`src/rtl/ifetch_pkg.sv`:
```
// rtl/ifetch_pkg.sv - shared FSM state encoding and default widths for the instruction fetch unit
//
// Purpose: holds the fetch FSM state encoding and the default instruction and address widths.
// Ports: none (package).
package ifetch_pkg;

  localparam int DW_DEF = 16;
  localparam int AW_DEF = 16;

  typedef enum logic [1:0] {
    BOOT = 2'd0,
    RUN  = 2'd1,
    HALT = 2'd2
  } state_t;

endpackage

```
`src/rtl/ifetch.sv`:
```
// rtl/ifetch.sv - instruction fetch unit driving a synchronous-read instruction memory
//
// Purpose: issues instruction memory addresses and presents the returned word to decode,
//          with stall hold, zero-bubble redirect, halt/resume and a consumed-instruction count.
// Ports:
//   clk, rst        clock; asynchronous active-high reset
//   stall           decode not ready, hold the presented instruction
//   jmp, jmp_addr   single-cycle redirect request and target
//   halt            stop fetching after the current instruction
//   ib_addr         combinational address to the instruction memory
//   ib_dout         memory data for the address issued one cycle earlier
//   ins, ins_pc     instruction to decode and its address
//   ins_vld         ins/ins_pc are valid
//   fetch_cnt       wrapping count of consumed instructions
module ifetch
  import ifetch_pkg::*;
#(
  parameter int              DW     = DW_DEF,
  parameter int              AW     = AW_DEF,
  parameter logic [AW-1:0]   RST_PC = '0
) (
  input  logic          clk,
  input  logic          rst,
  input  logic          stall,
  input  logic          jmp,
  input  logic [AW-1:0] jmp_addr,
  input  logic          halt,
  output logic [AW-1:0] ib_addr,
  input  logic [DW-1:0] ib_dout,
  output logic [DW-1:0] ins,
  output logic [AW-1:0] ins_pc,
  output logic          ins_vld,
  output logic [15:0]   fetch_cnt
);

  state_t        state;
  state_t        state_nxt;
  logic [AW-1:0] f_pc;
  logic          consume;

  // f_pc is the address issued last cycle, so it names the word the memory returns now.
  assign ins    = ib_dout;
  assign ins_pc = f_pc;

  always_ff @(posedge clk or posedge rst) begin
    if (rst) begin
      state     <= BOOT;
      f_pc      <= RST_PC;
      fetch_cnt <= 16'd0;
    end else begin
      state <= state_nxt;
      f_pc  <= ib_addr;
      if (consume) begin
        fetch_cnt <= fetch_cnt + 16'd1;
      end
    end
  end

  always_comb begin
    state_nxt = state;
    ib_addr   = f_pc;
    ins_vld   = 1'b0;
    consume   = 1'b0;
    unique case (state)
      BOOT: begin
        ib_addr   = RST_PC;
        state_nxt = RUN;
      end
      RUN: begin
        ins_vld = 1'b1;
        // A jump with stall=0 still consumes the current instruction; with stall=1 it is dropped.
        consume = ~stall;
        if (jmp) begin
          ib_addr = jmp_addr;
        end else if (stall) begin
          // Re-issue the same address so the memory keeps returning the held word.
          ib_addr = f_pc;
        end else begin
          ib_addr = f_pc + AW'(1);
          if (halt) begin
            state_nxt = HALT;
          end
        end
      end
      HALT: begin
        if (jmp) begin
          ib_addr   = jmp_addr;
          state_nxt = RUN;
        end
      end
      default: begin
        state_nxt = BOOT;
      end
    endcase
  end

endmodule

```
`config.mk`:
```
export PLATFORM = sky130hd
export DESIGN_NAME = ifetch
export DESIGN_NICKNAME = d
export VERILOG_FILES = /design/src/rtl/ifetch_pkg.sv /design/src/rtl/ifetch.sv
export SDC_FILE = /design/constraint.sdc
export NUM_CORES = 1
export LEC_CHECK = 0
export CORE_UTILIZATION = 30
export DETAILED_ROUTE_END_ITERATION = 10
export PLACE_DENSITY_LB_ADDON = 0.15
export SLEW_MARGIN = 25
export SYNTH_ARGS = -nofsm -noshare
export SYNTH_HDL_FRONTEND = slang
export SYNTH_SLANG_ARGS = --single-unit
```
`constraint.sdc`:
```
create_clock -name clk -period 3.15 [get_ports clk]
set_input_delay 0.63 -clock clk [delete_from_list [all_inputs] [get_ports clk]]
set_output_delay 0.63 -clock clk [all_outputs]
set_load 0.03 [all_outputs]
```
==> metrics.json <==
{
  "run_status": {
    "outcome": "completed"
  },
  "timing": {
    "timing.fmax_mhz": 326,
    "setup_viol": 0,
    "period_needed_ns": 3.07,
    "min_period_over_period_pct": 97.5,
    "timing.slew.headroom_pct": 53.2,
    "finalHoldViolCount": 0,
    "tightest_slew_ns": 0.701,
    "slew_viol_final": 0,
    "final_critical_path_setup_slack_ns": 0.0787,
    "worst_clock_skew_ns": 0.00836,
    "rsz0062_at_grt": "no"
  },
  "clocking": {
    "tritoncts.num_buffers": 5,
    "cts.sinks": 34,
    "tritoncts_clock_tree": "yes",
    "clock_pin_slew_on_the_worst_setup_and_hold_paths_ns": 0.08,
    "cts_setup_buffers": 0,
    "clk-insertion-delay-late_ns": 0.29,
    "cts.path.max_buffers": 2,
    "htreeDepth": 2,
    "cts_root_buf": "clkbuf_8",
    "cts-hold-fix-buffers": 0
  },
  "power_and_ir_drop": {
    "vdd.ir_drop.worst_v": 0.000248,
    "power.total_mw": 1.79,
    "total_leakage_power_nw": 1.34,
    "pwr_density_cell_nw_per_um2": 582
  },
  "route": {
    "routed_wire_length_per_instance_um": 14.8,
    "via_density_per_instance": 5.11,
    "drtAntennaViolNets": 0,
    "drtIter0Drc": 50,
    "drc": 0,
    "final_routed_wirelength_mm": 6.06,
    "vias": 2091,
    "detailedRoute.firstPassIterationCount": 4
  },
  "global_route": {
    "grt_usage_pct": 17.0,
    "first_pass_grt_wire_length_mm": 9.96,
    "first_global_vias": 2048,
    "grt_max_degree": 35,
    "grt_residual_overflow": 0,
    "antenna_found_initial": 0
  },
  "final_layout": {
    "finish.instance_area_um2": 3080,
    "num-nets-final": 351,
    "post_layout_nonfiller_instances": 409,
    "synthesis_to_finish_area_growth_pct": 40.7,
    "finish.utilization_pct": 44.6,
    "share_of_post_route_cells_with_drive_strength_above_1_pct": 16.3,
    "multiInputGateArea_um2": 1140,
    "area.sequential_um2": 851,
    "fillers": 698,
    "num_antenna_cells": 0
  },
  "logic_synthesis": {
    "synth-edff-count": 0,
    "netlist_top_cells_area": "dfrtp_1, buf_4, nand2_1",
    "synth_sequential_area_ratio_pct": 38.9,
    "synth.lib_cells_used.distinct": 43,
    "synthCells": 247,
    "asyncSetResetFlopFracSynth_pct": 100,
    "number_of_nets_produced_by_synthesis": 286,
    "synth_top_area_cell": "dfrtp_1",
    "yosysTopAreaCellShare_pct": 38.9,
    "post-synth-top-count-cell": "dfrtp_1",
    "synth_common_cells": "dfrtp_1, nand2_1, buf_4",
    "synth.yosys.warnings": 0,
    "synth_top_flop_cell": "dfrtp_1",
    "synth_seq_cells": 34,
    "syn-mean-instance-area_um2": 8.85,
    "post_synth_instance_area_um2": 2190
  },
  "worst_setup_path": {
    "timing.critical_path.fanout_max": 5,
    "critPathKind": "primary input to output pin",
    "cp.buffers_inverters": 2,
    "worstPathArrival_ns": 2.44,
    "critPathSlowestCell": "clkdlybuf4s50_1",
    "path_delay_family": "buffers and inverters",
    "path_cells": "clkdlybuf4s50_1, and4bb_4, nand3_1, a311o_1, dlygate4sd2_1",
    "critPathRequiredTime_ns": 2.52,
    "critical_path.startpoint_type": "primary input",
    "cp-end-kind": "output pin",
    "critPathMaxStageDelay_ns": 0.53
  },
  "floorplanning": {
    "dieHeight_um": 87.4,
    "ios": 102,
    "core_area_um2": 6910,
    "die-area_um2": 7640,
    "die-width_um": 87.4,
    "initial_core_util_pct": 31.7,
    "std_cell_rows": 30
  },
  "placement": {
    "gp_congestion": 0.766,
    "port_buffers": 69,
    "dp_hpwl_mm": 4.51,
    "place_area_um2": 2930,
    "placedCellCount": 401,
    "place_ws_ns": -0.232
  },
  "flow_run": {
    "cap_viol_max_count": 0
  },
  "min_path": {
    "hold_path.class": "flip-flop to flip-flop"
  }
}
[per-layer routing]
metal | vias up | GRT usage [%] | part of all wire (%)
met5 | - | 0 | 0
met4 | 0 | 5.22 | 1.6
met1 | 1005 | 21.6 | 46
met2 | 64 | 27.8 | 46
met3 | 11 | 4.83 | 6.1
li1 | 1011 | - | -
[power breakdown]
group	total [mW]	internal (mW)	switching, mW
logic	0.690	0.296	0.394
registers	0.614	0.509	0.104
clock network	0.489	0.317	0.171
total	1.79	1.12	0.670
[cells in the final DEF (no fill, tap or decap), drive strengths merged, types with 3 or more instances in the layout]
cell type,netlist,layout
buf,19,31
clkdlybuf4s50,0,52
dfrtp,34,34
a22o,3,3
nand3,12,12
o22ai,5,5
nor3,6,6
nand4,12,12
inv,8,8
a311o,3,3
and3,6,6
o2bb2ai,3,3
a21oi,8,8
nand2,30,30
nor2,10,10
o211ai,13,13
o21ai,15,15
clkbuf,10,6
mux2i,4,4
xor2,4,4
nor2b,6,6
xnor2,11,11
a21o,3,3
[worst reg2reg max path, stage by stage (launching register included)]
cell     delay (ns)
dfrtp_1        0.40
buf_4          0.21
nor3b_4        0.36
nand4_1        0.27
nor2_1         0.23
nand3_1        0.11
xnor2_1        0.14
[metrics by stage]
step	hold slack [ns]	setup TNS, ns
detailed placement	0.461	-0.591
finish	0.471	0
global placement	0.460	-0.550
CTS	0.472	0
floorplan	0.649	0
global route	0.480	0
[cell type report]
type,count,share of cell area (%)
clock buffers,5,2.24
repair buffers,87,25.7
inverters,9,1.10
clock inverters,3,2.24
flip-flops and latches,34,27.6
well taps,96,3.90
multi-input cells,175,37.2
[sequential cells by signal, summed over array words and instances, names as in the netlist]
register and cells:
fetch_cnt 16, state 2, ins_pc 16
[cells by family (layout without fill, tap and decap cells)]
family / Yosys count / in the layout / share of synthesized area (%)
compound gates: 62 / 62 / 19.2
xor+xnor: 15 / 15 / 6.01
fa+ha+maj: 2 / 2 / 1.14
buf+inv: 38 / 104 / 9.44
flops: 34 / 34 / 38.9
mux: 5 / 5 / 2.35
simple gates: 91 / 91 / 22.9
[path summary, 6_finish.rpt]
path	start	endpoint	slack (ns)	cells past startpoint
setup / recovery	stall	ib_addr[10]	0.08	5
min in group asynchronous	rst	fetch_cnt[5]	0.75	3
hold / removal	fetch_cnt[15]	fetch_cnt[15]	0.47	1
hold reg to reg	fetch_cnt[15]	fetch_cnt[15]	0.47	1
setup reg to reg	state[1]	fetch_cnt[13]	1.30	6
max in group asynchronous	rst	ins_pc[6]	2.09	3
[timing repair]
action,in CTS,in global routing
gates resized for setup,4,6
setup endpoints to repair,4,6
pin swaps,0,1
endpoints found under the hold margin,0,0
Note: power is estimated with default switching activity, not from simulation.
